## src/rtl/stopwatch_ctrl.sv

```systemverilog
// Run/pause/lap/clear sequencer for a two-digit BCD seconds counter.
// Generates the gated count tick, counter enable/clear and the lap-frozen display.
module stopwatch_ctrl #(
  parameter int unsigned TICK_DIV = 100000000,
  parameter int unsigned CNT_W    = 27,
  parameter int unsigned BCD_W    = 4
) (
  input  logic             clk,
  input  logic             rst,
  input  logic             start_stop,
  input  logic             lap_reset,
  input  logic [BCD_W-1:0] sec1_in,
  input  logic [BCD_W-1:0] sec0_in,
  output logic             count_out,
  output logic             switch_out,
  output logic             cnt_rst_n,
  output logic [BCD_W-1:0] disp1,
  output logic [BCD_W-1:0] disp0,
  output logic             lap_led,
  output logic [1:0]       state
);

  typedef enum logic [1:0] {
    StIdle  = 2'b00,
    StRun   = 2'b01,
    StLap   = 2'b10,
    StPause = 2'b11
  } state_e;

  localparam logic [CNT_W-1:0] PrescMax = CNT_W'(TICK_DIV - 1);

  state_e           state_q, state_d;
  logic [CNT_W-1:0] presc_q, presc_d;
  logic             switch_q, switch_d;
  logic             cnt_rst_n_q, cnt_rst_n_d;
  logic             lap_led_q, lap_led_d;
  logic [BCD_W-1:0] lap1_q, lap1_d;
  logic [BCD_W-1:0] lap0_q, lap0_d;

  logic counting;
  logic tick;

  assign counting = (state_q == StRun) || (state_q == StLap);
  assign tick     = counting && (presc_q == PrescMax);

  always_comb begin
    state_d     = state_q;
    presc_d     = presc_q;
    lap1_d      = lap1_q;
    lap0_d      = lap0_q;
    cnt_rst_n_d = 1'b1;

    // start_stop is tested first everywhere so it wins over a coincident lap_reset.
    unique case (state_q)
      StIdle: begin
        if (start_stop) state_d = StRun;
      end
      StRun: begin
        if (start_stop) begin
          state_d = StPause;
        end else if (lap_reset) begin
          state_d = StLap;
          lap1_d  = sec1_in;
          lap0_d  = sec0_in;
        end
      end
      StLap: begin
        if (start_stop)     state_d = StPause;
        else if (lap_reset) state_d = StRun;
      end
      StPause: begin
        if (start_stop) begin
          state_d = StRun;
        end else if (lap_reset) begin
          state_d     = StIdle;
          cnt_rst_n_d = 1'b0;
        end
      end
    endcase

    // Prescaler advances on the current state, so PAUSE keeps a partial second.
    if (counting) begin
      presc_d = tick ? '0 : presc_q + 1'b1;
    end else if (state_d == StIdle) begin
      presc_d = '0;
    end

    switch_d  = (state_d == StRun) || (state_d == StLap);
    lap_led_d = (state_d == StLap);
  end

  always_ff @(posedge clk or posedge rst) begin
    if (rst) begin
      state_q     <= StIdle;
      presc_q     <= '0;
      switch_q    <= 1'b0;
      cnt_rst_n_q <= 1'b0;
      lap_led_q   <= 1'b0;
      lap1_q      <= '0;
      lap0_q      <= '0;
    end else begin
      state_q     <= state_d;
      presc_q     <= presc_d;
      switch_q    <= switch_d;
      cnt_rst_n_q <= cnt_rst_n_d;
      lap_led_q   <= lap_led_d;
      lap1_q      <= lap1_d;
      lap0_q      <= lap0_d;
    end
  end

  assign count_out  = tick;
  assign switch_out = switch_q;
  assign cnt_rst_n  = cnt_rst_n_q;
  assign lap_led    = lap_led_q;
  assign state      = state_q;
  assign disp1      = (state_q == StLap) ? lap1_q : sec1_in;
  assign disp0      = (state_q == StLap) ? lap0_q : sec0_in;

endmodule

```

## config.mk

```make
export PLATFORM = sky130hd
export DESIGN_NAME = stopwatch_ctrl
export DESIGN_NICKNAME = d
export VERILOG_FILES = /design/src/rtl/stopwatch_ctrl.sv
export SDC_FILE = /design/constraint.sdc
export NUM_CORES = 1
export LEC_CHECK = 0
export CORE_MARGIN = 4
export CORE_UTILIZATION = 30
export CTS_CLUSTER_SIZE = 20
export DETAILED_ROUTE_END_ITERATION = 10
export GPL_ROUTABILITY_DRIVEN = 1
export SYNTH_ARGS = -nofsm -noshare
export SYNTH_HDL_FRONTEND = slang
export SYNTH_SLANG_ARGS = --single-unit
```

## constraint.sdc

```tcl
create_clock -name clk -period 2.1 [get_ports clk]
set_input_delay 0.42 -clock clk [delete_from_list [all_inputs] [get_ports clk]]
set_output_delay 0.42 -clock clk [all_outputs]
set_load 0.03 [all_outputs]
```

* After elaboration in Yosys (flattened, before gate mapping)
Index checks and enable logic that the tools add are counted.
** Word-level totals
- Bits in registers :: 40
- Input port bits :: 12
- Output and inout bits :: 14
** Operators by class
- Add/subtract/negate cells :: 1
- Equality and inequality tests :: 6
- Multiplexer cells :: 16
- Bitwise operators :: 1
- Reduce and logical (&&, ||, !) cells :: 7
** Operators by type and width (number)
- $mux 27 :: 3
- $add 27x1->27 const B :: 1
- $eq 27x27->1 const B :: 1
- $mux 2 :: 7
- $mux 4 :: 2
- $pmux 2 s4 :: 1
- $eq 2x2->1 const B :: 3
- $eq 2x1->1 const B :: 2
- $logic_not 2->1 :: 2
- $mux 1 :: 3
- $reduce_and 3->1 :: 1
- $logic_or 1x1->1 :: 2
- $reduce_bool 2->1 :: 1
- $logic_and 1x1->1 :: 1
- $not 1->1 :: 1

* Longest topological paths before layout
Gate-level depths: netlist of the first run.
- Word-level depth :: 6
- Gate-level depth with buffers :: 8
- Mapped depth without buffers :: 8

* Worst setup path after synthesis of the first run
Ideal clock, no wire load.
- Kind :: flip-flop to output port
- Start :: register state_q[1], in the netlist state[1]
- End :: output count_out
- Arrival :: 2164 ps
- Required time :: 1680 ps
- Slack :: -484 ps
- Stages on the path, launching flop included :: 5
- Cells stage by stage :: dfrtp_1 > inv_1 > ha_1 > inv_1 > nor4_1
** Between the ends
- Longest elaborated chain between the ends :: 3
- Elaborated cells between the ends (all ways) :: 4
** RTL lines
- start, declared :: line 32 : state_e state_q, state_d;
- start signal, assigned :: line 94 : state_q <= StIdle;
- start signal, assigned :: line 102 : state_q <= state_d;
- $eq 2x1->1 / $eq 2x2->1 (equally long branches) :: line 43 : assign counting = (state_q == StRun) || (state_q == StLap);
- $logic_or 1x1->1 (*) :: line 43
- $logic_and 1x1->1 (*) :: line 44 : assign tick = counting && (presc_q == PrescMax);
- end, declared :: line 14 : output logic count_out,
Mark *: on every way between the ends. The rest lies on a longest branch, timed or not.

* Final worst setup path of the first run
- Start :: register presc_q[17]
- End :: register presc_q[16]
** Between the ends
- Longest elaborated chain between the ends :: 4
** RTL lines
- start, declared :: line 33 : logic [CNT_W-1:0] presc_q, presc_d;
- start signal, assigned :: line 103 : presc_q <= presc_d;
- $eq 27x27->1 :: line 44
- $logic_and 1x1->1 :: line 44
- $mux 27 :: line 83 : presc_d = tick ? '0 : presc_q + 1'b1;
- $mux 27 :: line 82 : if (counting) begin
No other way between the ends.
A chain may end at the register's enable or synchronous reset.

==> reports/qor.csv, run 1 <==
stage,metric,value,unit
power_and_ir_drop,Seq pwr share,0.253,
route,Routed Antenna Nets,0,
synthesis,"Seq/Total Area, Yosys",0.437,
hold_path,Worst Hold Class,flip-flop to flip-flop,
synthesis,top_reg_cell synth,dfrtp_1,
timing,Final Critical Period,2.29,ns
timing,Slew HR,0.643,
setup_path,Crit Path Category,flip-flop to flip-flop,
setup_path,"critical path, cell by cell","or2_1, or4_4, o41ai_4, buf_4, buf_12, nor2_2, a221o_1",
synthesis,largest family of logic cells by synthesized area,simple AND/OR/NAND/NOR gates,
power_and_ir_drop,Gate power share,0.584,
global_routing,first-pass GRT wire length,9.56,mm
clock_network,CTS Sinks,40,
global_routing,number of global-route vias before repair,2026,
die,IO Pins,26,
route,drt pass-1 iters,6,
synthesis,mux share of post-synthesis cell area,0.0918,
final_layout,footprint of the multi-input gates,1370,um^2
timing,Fin. Hold Viols,0,
clock_network,clk buf depth,2,
placed_design,Post-DP Area,2990,um^2
die,Die X-Extent,95.4,um
placed_design,DP HPWL,3.88,mm
timing,Least-Margin Pin Slew,0.535,ns
setup_path,"slowest stage delay, CP",0.56,ns
timing,clk_skew,0.0146,ns
clock_network,H-tree depth,2,
timing,Final WS setup,-0.189,ns
route,total wire length,6.03,mm
clock_network,clk_lat worst skew,0.30,ns
synthesis,#FFs+latches synth,40,
die,Rows,31,
power_and_ir_drop,clock power share,0.164,
power_and_ir_drop,Max VDD drop,0.000435,V
synthesis,Area contributors post-synth,"dfrtp_1 (44%), mux2_2 (7.9%), a211o_1 (5.0%)",
clock_network,TritonCTS Buffers,5,
setup_path,"critical path fanouts, max",7,
status,outcome,finished with violations,
synthesis,"EDFF count, synth",0,
placed_design,gpl congestion,0.777,
power_and_ir_drop,power per cell area,1210,nW/um^2
global_routing,gr usage total,0.134,
final_layout,FF+latch area,1000,um^2
timing,WHS,0.508,ns
die,initial core utilization,0.312,
final_layout,layout filler cell count,675,
route,Vias/cell,5.16,
clock_network,CTS tree,built,
synthesis,syn avg cell area,10.4,um^2
synthesis,Post-synth top cells,"dfrtp_1 (40), mux2_2 (16), nand2_1 (14), nor3_1 (14), a211o_1 (13)",
power_and_ir_drop,sw frac,0.394,
route,# DRC,0,
timing,fmax,0.437,GHz
setup_path,Critical-path top delay cell,or4_4,
timing,max-slew violations,0,
timing,final setup fails,21,
global_routing,initial antenna violation count,0,
timing,RSZ-0062 raised after global routing,true,
timing,"Period Utilization, post-route",1.09,
setup_path,CP required,2.29,ns
final_layout,synth-to-layout area growth,45.6,%
synthesis,Synth Area in Adders,0.0328,
clock_network,hold buffer count at CTS,0,
die,die area,9090,um^2
power_and_ir_drop,total net switching power,0.00159,W
synthesis,asr flop ratio synth,1.00,
synthesis,Synth Area in Compound Gates,0.162,
placed_design,"worst slack, placed",-0.160,ns
synthesis,top cell type by total area after synthesis,dfrtp_1,
setup_path,Worst EP arrival,2.48,ns
final_layout,# diodes,0,
final_layout,share of cells above drive strength 1,0.388,
placed_design,IO buf count,25,
power_and_ir_drop,Total Power,0.00404,W
flow_run,max cap viols,0,
synthesis,area share of the largest cell type after synthesis,0.437,
status,failing checks,negative setup slack,
setup_path,startpoint type of the worst setup path,flip-flop,
global_routing,largest net degree at the start of global routing,41,
final_layout,Nets,316,
die,core area,7330,um^2
final_layout,cell area after layout,3330,um^2
route,vias post-DR,2054,
global_routing,grt ovf,0,
clock_network,CTS root buffer,clkbuf_8,
synthesis,library cells used by synthesis,43,
power_and_ir_drop,Int Pwr,0.00245,W
clock_network,clk slew on worst S/H paths,0.08,ns
synthesis,most common cell in the netlist,dfrtp_1,
route,drt first-iter violations,60,
synthesis,Synth Warn #,0,
synthesis,Post-Syn Area,2290,um^2
synthesis,Syn Nets,239,
die,Die Y,95.4,um
setup_path,Crit. End Element,flip-flop,
synthesis,Gate Count Post-Synth,221,
synthesis,XOR/XNOR Fraction of Synth Area,0.0191,
power_and_ir_drop,Leak,1.57,nW
synthesis,simple-gate portion of the synthesized area,0.222,
route,mean routed wirelength per cell,15.2,um
==> stage by stage <==
stage	TNS, ns	instances	utilization
3_5_place_dp	-2.88	378	0.408
5_1_grt	-4.16	398	0.455
3_3_place_gp	-2.72	378	0.408
6_report	-2.83	398	0.455
2_1_floorplan	-0.398	221	-
4_1_cts	-1.24	391	0.437
==> metal layers <==
layer	up-vias	part of all wire	GRT usage	wire length [um]
met5	-	0	0	0
met4	0	0.0091	0.0397	55
met3	7	0.050	0.0276	304
met2	41	0.48	0.225	2920
met1	1003	0.46	0.172	2750
li1	1003	-	-	-
==> worst paths after layout <==
| path | from | to | slack, ns | depth (start not counted) |
|---|---|---|---|---|
| setup reg to reg | presc_q[17]$_DFFE_PP0P_ | presc_q[16]$_DFFE_PP0P_ | -0.19 | 7 |
| hold / removal | lap0_q[2]$_DFFE_PP0P_ | lap0_q[2]$_DFFE_PP0P_ | 0.51 | 1 |
| hold reg to reg | lap0_q[2]$_DFFE_PP0P_ | lap0_q[2]$_DFFE_PP0P_ | 0.51 | 1 |
| min in group asynchronous | rst | lap1_q[0]$_DFFE_PP0P_ | 0.55 | 3 |
| setup / recovery | presc_q[17]$_DFFE_PP0P_ | presc_q[16]$_DFFE_PP0P_ | -0.19 | 7 |
| max in group asynchronous | rst | state[1]$_DFF_PP0_ | 1.16 | 3 |
==> worst max-delay path: cells and delay by family, from the launching register on <==
family,cells,cell delay [ns]
AND/OR/NAND/NOR,3,0.84
flip-flops,1,0.39
AO/OA/AOI/OAI,2,0.60
buffers and inverters,2,0.36
==> power by group through the flow <==
stage          clock network, W  logic (W)  registers (W)
6_report               0.000661    0.00236        0.00102
5_1_grt                0.000722    0.00254        0.00104
2_1_floorplan                 0    0.00107        0.00110
4_1_cts                0.000681    0.00210        0.00102
3_3_place_gp                  0    0.00194        0.00102
3_5_place_dp                  0    0.00197        0.00103
==> final cells by class <==
type / count / area share
multi-input combinational: 164 / 0.411
sequential: 40 / 0.301
timing repair buffer: 78 / 0.206
tap: 99 / 0.0372
inverter: 9 / 0.0101
clock inverter: 3 / 0.0139
clock buffer: 5 / 0.0206
==> cell families after synthesis <==
group,Yosys count
muxes,19
buffers and inverters,18
AOI/OAI and AO/OA,43
and+or+nand+nor,90
adders and majority gates,6
xor gates and xnor gates,5
DFF,40
==> layout by cell type (no fill, tap or decap), types with 5 or more instances in the layout <==
| cell | instances |
|---|---|
| buf_4 | 43 |
| dfrtp_1 | 38 |
| mux2_2 | 16 |
| clkdlybuf4s50_1 | 16 |
| a211o_1 | 13 |
| and3_1 | 12 |
| nand2_1 | 12 |
| nand3_1 | 9 |
| inv_1 | 8 |
| buf_2 | 8 |
| nand4_1 | 7 |
| nor3_2 | 7 |
| buf_6 | 7 |
| nor2_1 | 6 |
| nor3_1 | 6 |
| a22o_1 | 6 |
| and3_4 | 5 |
| clkbuf_8 | 5 |
==> what timing repair did <==
item,4_1_cts,5_1_grt
gates resized for setup,54,17
setup endpoints to repair,27,26
setup buffers,4,6
pin swaps,6,19
cloned,1,1
hold endpoints to repair,0,0
==> state kept, by name, summed over array words and instances (netlist names) <==
register and count:
cnt_rst_n 1, lap0_q 4, lap1_q 4, lap_led 1, presc_q 27, state 2, switch_out 1
(Power assumes the default switching activity.)
==> run 2, diff against run 1 <==
CORE_ASPECT_RATIO = 0.9   (was default)
GPL_ROUTABILITY_DRIVEN = 0   (was 1)
GPL_TIMING_DRIVEN = 0   (was default)
==> reports/qor.csv, run 2 (synthesis results as in run 1) <==
stage,metric,value,unit,change
power_and_ir_drop,sw frac,0.405,,+0.0112
timing,final setup fails,22,,+4.8%
clock_network,CTS Sinks,40,,unchanged
global_routing,gr usage total,0.129,,-0.00427
timing,Final Critical Period,2.27,ns,-0.0162 ns
clock_network,TritonCTS Buffers,5,,unchanged
setup_path,startpoint type of the worst setup path,flip-flop,,
die,core area,7220,um^2,-1.5%
route,mean routed wirelength per cell,15.6,um,+2.8%
timing,RSZ-0062 raised after global routing,true,,
route,Vias/cell,5.34,,+3.5%
route,drt pass-1 iters,4,,-2
final_layout,top flop regs,"presc_q (27), lap0_q (4), lap1_q (4)",,
clock_network,clk slew on worst S/H paths,0.08,ns,about the same
setup_path,Crit. End Element,flip-flop,,
global_routing,number of global-route vias before repair,1903,,-6.1%
power_and_ir_drop,power per cell area,1280,nW/um^2,+5.4%
placed_design,DP HPWL,3.79,mm,-2.1%
die,die area,9100,um^2,about the same
die,Rows,29,,-6.5%
route,drt first-iter violations,84,,+40%
final_layout,number of flip-flops in the largest register,27,,unchanged
global_routing,met3 Usage GRT,0.0185,,-0.00909
final_layout,Top reg by flops,presc_q,,
route,# DRC,0,,unchanged
hold_path,Hold Startpoint,lap0_q[3]$_DFFE_PP0P_,,
global_routing,first-pass GRT wire length,9.54,mm,-0.22%
flow_run,max cap viols,0,,unchanged
setup_path,reg2reg start,presc_q[10]$_DFFE_PP0P_,,
power_and_ir_drop,Gate power share,0.575,,-0.009
timing,Final WS setup,-0.172,ns,+0.0162 ns
timing,Fin. Hold Viols,0,,unchanged
status,failing checks,negative setup slack,,
final_layout,FF+latch area,1010,um^2,+0.50%
global_routing,largest net degree at the start of global routing,41,,unchanged
final_layout,share of cells above drive strength 1,0.370,,-0.0180
final_layout,"commonest non-fill, non-tap cell in the layout",dfrtp_1,,
placed_design,dpl cells,339,,-10%
die,IO Pins,26,,unchanged
global_routing,M2 GR Usage,0.193,,-0.0317
setup_path,Worst EP arrival,2.46,ns,-0.02 ns
clock_network,hold buffer count at CTS,0,,unchanged
route,total wire length,5.70,mm,-5.5%
final_layout,Non-Filler Instances,366,,-8.0%
final_layout,Nets,290,,-8.2%
global_routing,grt ovf,0,,unchanged
setup_path,Crit Path Category,flip-flop to flip-flop,,
timing,fmax,0.440,GHz,+0.71%
clock_network,clk_lat worst skew,0.30,ns,about the same
final_layout,most frequent cells in the layout,"dfrtp_1 (34), buf_4 (18), mux2_2 (16), clkdlybuf4s50_1 (16)",,
final_layout,layout filler cell count,674,,-0.15%
final_layout,footprint of the multi-input gates,1350,um^2,-1.3%
setup_path,CP startpoint,presc_q[10]$_DFFE_PP0P_,,
route,Routed Antenna Nets,0,,unchanged
hold_path,Worst Hold Class,flip-flop to flip-flop,,
power_and_ir_drop,clock power share,0.162,,-0.002
setup_path,"critical path fanouts, max",8,,+1
status,outcome,finished with violations,,
global_routing,GR peak layer,met2,,
timing,clk_skew,0.00401,ns,-0.0106 ns
clock_network,CTS root buffer,clkbuf_8,,
placed_design,IO buf count,25,,unchanged
clock_network,clk buf depth,2,,unchanged
timing,max-slew violations,0,,unchanged
power_and_ir_drop,Leak,1.43,nW,-9.1%
global_routing,initial antenna violation count,0,,unchanged
clock_network,H-tree depth,2,,unchanged
die,initial core utilization,0.317,,+0.00476
die,Die Y,90.9,um,-4.7%
final_layout,synth-to-layout area growth,35.5,%,
route,vias post-DR,1955,,-4.8%
power_and_ir_drop,Seq pwr share,0.263,,+0.010
clock_network,CTS tree,built,,
power_and_ir_drop,Max VDD drop,0.000510,V,+17%
power_and_ir_drop,total net switching power,0.00161,W,+0.94%
die,Die X-Extent,100,um,+5.0%
timing,"Period Utilization, post-route",1.08,,-0.00773
final_layout,# diodes,0,,unchanged
setup_path,CP required,2.29,ns,about the same
power_and_ir_drop,Int Pwr,0.00236,W,-3.7%
placed_design,"worst slack, placed",-0.452,ns,-0.292 ns
timing,Least-Margin Pin Slew,0.838,ns,+0.303 ns
global_routing,grt met1 use,0.189,,+0.0162
timing,Slew HR,0.441,,-0.203
[run 2: cell types whose count changed in the layout (fill, tap and decap cells not counted), moves of 3 or more]
cell	before	now
buf_4	43	18
and3_2	0	4
dfrtp_2	2	6
buf_12	3	0
and3_1	12	7
nor3_2	7	4
nor3_1	6	10
dfrtp_1	38	34
[run 2: critical path, stage by stage (launching register included)]
cell	delay, ns
dfrtp_1	0.39
or2_1	0.25
or4_4	0.51
o41a_4	0.43
buf_8	0.15
and3_4	0.15
a211o_1	0.26
[run 2: layout make-up]
type                    instances  area share
well taps                      93      0.0375
clock inverters                 3      0.0137
repair buffers                 44       0.129
flip-flops and latches         40       0.325
plain buffers                   9      0.0254
clock buffers                   5      0.0222
inverters                       9      0.0117
multi-input cells             163       0.436
[run 2: power by group through the flow]
stage	logic, W	registers, W	clock network [W]
2_1_floorplan	0.00107	0.00110	0
4_1_cts	0.00197	0.00103	0.000650
5_1_grt	0.00245	0.00107	0.000676
3_5_place_dp	0.00165	0.00106	0
6_report	0.00228	0.00104	0.000643
3_3_place_gp	0.00165	0.00106	0
[run 2: per-stage QoR]
| stage | setup TNS (ns) | total power, W | hold WS [ns] | util | instance area [um^2] |
|---|---|---|---|---|---|
| after global routing | -3.80 | 0.00419 | 0.529 | 0.430 | 3100 |
| final | -1.92 | 0.00397 | 0.505 | 0.430 | 3100 |
| after global placement | -19.57 | 0.00271 | 0.483 | 0.374 | 2700 |
| after CTS | -2.36 | 0.00365 | 0.510 | 0.408 | 2950 |
| after floorplan | -0.398 | 0.00217 | 0.474 | - | 2340 |
| after detailed placement | -11.97 | 0.00272 | 0.490 | 0.374 | 2700 |
[run 2: final timing paths]
kind	to	slack (ns)	depth (start not counted)
min in group asynchronous	lap1_q[2]$_DFFE_PP0P_	0.60	2
worst min-delay path	lap0_q[3]$_DFFE_PP0P_	0.50	1
worst min register to register	lap0_q[3]$_DFFE_PP0P_	0.50	1
worst max register to register	presc_q[18]$_DFFE_PP0P_	-0.17	6
worst max-delay path	presc_q[18]$_DFFE_PP0P_	-0.17	6
max in group asynchronous	presc_q[17]$_DFFE_PP0P_	0.92	2
[run 2: per-layer routing]
layer,routed length (um),vias up
met1,2790,963
met5,0,-
met2,2640,37
li1,-,948
met3,194,7
met4,77,0
[run 2: what timing repair did]
item / 4_1_cts / 5_1_grt
cloned: 2 / 1
resized for setup: 68 / 31
setup endpoints to repair: 36 / 36
pin swaps: 2 / 5
setup buffers: 12 / 5
==> run 3, diff against run 2 <==
SLEW_MARGIN = 20   (was default)
==> reports/qor.csv, run 3 (synthesis results as in run 1) <==
stage,metric,value,unit,change
status,outcome,finished with violations,,
status,failing checks,negative setup slack,,
route,vias post-DR,1973,,+0.92%
setup_path,Crit Path Category,flip-flop to flip-flop,,
setup_path,CP required,2.29,ns,about the same
final_layout,layout filler cell count,668,,-0.89%
final_layout,most frequent cells in the layout,"dfrtp_1 (32), buf_4 (23), mux2_2 (16), clkdlybuf4s50_1 (16)",,
final_layout,synth-to-layout area growth,37.8,%,
clock_network,H-tree depth,2,,unchanged
power_and_ir_drop,power per cell area,1230,nW/um^2,-4.1%
final_layout,number of flip-flops in the largest register,27,,unchanged
timing,max-slew violations,0,,unchanged
route,drt pass-1 iters,4,,unchanged
die,IO Pins,26,,unchanged
final_layout,share of cells above drive strength 1,0.372,,+0.00188
placed_design,IO buf count,25,,unchanged
power_and_ir_drop,Seq pwr share,0.270,,+0.007
power_and_ir_drop,clock power share,0.166,,+0.004
route,Routed Antenna Nets,0,,unchanged
timing,Final Critical Period,2.22,ns,-0.0544 ns
power_and_ir_drop,Leak,1.45,nW,+1.1%
setup_path,CP startpoint,presc_q[9]$_DFFE_PP0P_,,
global_routing,gr usage total,0.135,,+0.00516
power_and_ir_drop,Gate power share,0.565,,-0.010
final_layout,top flop regs,"presc_q (27), lap0_q (4), lap1_q (4)",,
hold_path,Worst Hold Class,input port to async pin,,
die,Die Y,90.9,um,unchanged
clock_network,CTS root buffer,clkbuf_8,,
setup_path,"critical path fanouts, max",8,,unchanged
flow_run,max cap viols,0,,unchanged
global_routing,grt ovf,0,,unchanged
clock_network,CTS tree,built,,
final_layout,core utilization of the finished layout,0.437,,+0.00728
global_routing,initial antenna violation count,0,,unchanged
route,drt first-iter violations,68,,-19%
power_and_ir_drop,sw frac,0.404,,-0.00147
clock_network,CTS Sinks,40,,unchanged
final_layout,Top reg by flops,presc_q,,
timing,Final WS setup,-0.118,ns,+0.0544 ns
timing,Least-Margin Pin Slew,0.521,ns,-0.317 ns
die,Rows,29,,unchanged
timing,TNS Setup,-1.08,ns,+0.840 ns
timing,clk_skew,0.00503,ns,+0.00102 ns
clock_network,clk buf depth,2,,unchanged
setup_path,reg2reg start,presc_q[9]$_DFFE_PP0P_,,
clock_network,clk_lat worst skew,0.30,ns,about the same
die,core area,7220,um^2,unchanged
timing,fmax,0.451,GHz,+2.5%
clock_network,hold buffer count at CTS,0,,unchanged
timing,RSZ-0062 raised after global routing,true,,
power_and_ir_drop,total net switching power,0.00156,W,-2.9%
setup_path,Worst EP arrival,2.41,ns,-0.05 ns
route,total wire length,5.79,mm,+1.5%
setup_path,startpoint type of the worst setup path,flip-flop,,
power_and_ir_drop,Max VDD drop,0.000513,V,+0.58%
setup_path,Crit. End Element,flip-flop,,
route,Vias/cell,5.33,,-0.17%
timing,"Period Utilization, post-route",1.06,,-0.0259
global_routing,number of global-route vias before repair,1946,,+2.3%
route,mean routed wirelength per cell,15.6,um,+0.39%
placed_design,DP HPWL,3.89,mm,+2.5%
global_routing,first-pass GRT wire length,9.89,mm,+3.7%
clock_network,clk slew on worst S/H paths,0.08,ns,about the same
power_and_ir_drop,Int Pwr,0.00230,W,-2.3%
timing,Slew HR,0.651,,+0.210
final_layout,Nets,294,,+1.4%
power_and_ir_drop,Total Power,0.00387,W,-2.5%
final_layout,Non-Filler Instances,370,,+1.1%
clock_network,TritonCTS Buffers,5,,unchanged
route,# DRC,0,,unchanged
timing,final setup fails,16,,-27%
die,initial core utilization,0.317,,unchanged
final_layout,"commonest non-fill, non-tap cell in the layout",dfrtp_1,,
timing,Fin. Hold Viols,0,,unchanged
die,die area,9100,um^2,unchanged
global_routing,largest net degree at the start of global routing,33,,-20%
die,Die X-Extent,100,um,unchanged
placed_design,dpl cells,340,,+0.29%
final_layout,# diodes,0,,unchanged
==> run 3: per-stage QoR <==
stage	instance area, um^2	hold slack [ns]	worst slack (ns)
detailed placement	2720	0.491	-0.436
floorplan	2340	0.474	-0.0745
finish	3160	0.343	-0.118
CTS	3020	0.344	-0.124
global placement	2700	0.483	-0.423
global route	3160	0.351	-0.238
==> run 3: cell type report <==
| cell class | count | area (um^2) | share of cell area |
|---|---|---|---|
| multi-input combinational | 163 | 1330 | 0.423 |
| sequential | 40 | 1010 | 0.320 |
| timing repair buffer | 48 | 454 | 0.144 |
| tap | 93 | 116 | 0.0369 |
| buffer | 9 | 92.6 | 0.0293 |
| clock buffer | 5 | 68.8 | 0.0218 |
| clock inverter | 3 | 42.5 | 0.0135 |
| inverter | 9 | 36.3 | 0.0115 |
==> run 3: critical path, stage by stage (launching register included) <==
cell and delay [ns]:
dfrtp_2 0.42, nor4b_2 0.26, nand3_1 0.17, buf_6 0.16
o41a_4 0.53, buf_8 0.16, and3_1 0.15, a211o_1 0.26
==> run 3: what timing repair did <==
item                       4_1_cts  5_1_grt
gates cloned                     2        1
pin swaps                        3        5
setup buffers                   14        6
hold endpoints to repair         0        0
resized for setup               81       22
setup endpoints to repair       36       36
==> run 3: worst paths after layout <==
kind | cells past startpoint | endpoint | slack, ns
worst max-delay path | 7 | presc_q[18]$_DFFE_PP0P_ | -0.12
worst min-delay path | 2 | lap1_q[2]$_DFFE_PP0P_ | 0.34
worst max register to register | 7 | presc_q[18]$_DFFE_PP0P_ | -0.12
worst min register to register | 1 | lap0_q[3]$_DFFE_PP0P_ | 0.51
max in group asynchronous | 3 | presc_q[17]$_DFFE_PP0P_ | 1.31
min in group clk | 1 | lap0_q[3]$_DFFE_PP0P_ | 0.51
==> run 3: metal layers <==
| metal | global-route usage | vias up | part of all wire |
|---|---|---|---|
| li1 | - | 959 | - |
| met1 | 0.195 | 966 | 0.49 |
| met2 | 0.207 | 39 | 0.46 |
| met3 | 0.0185 | 9 | 0.034 |
| met4 | 0.0404 | 0 | 0.012 |
| met5 | 0 | - | 0 |
==> run 3: power groups by stage <==
stage / clock network (W) / registers, W / logic [W]
floorplan: 0 / 0.00110 / 0.00107
global placement: 0 / 0.00106 / 0.00165
detailed placement: 0 / 0.00106 / 0.00166
CTS: 0.000655 / 0.00103 / 0.00201
global route: 0.000684 / 0.00107 / 0.00233
finish: 0.000640 / 0.00104 / 0.00218
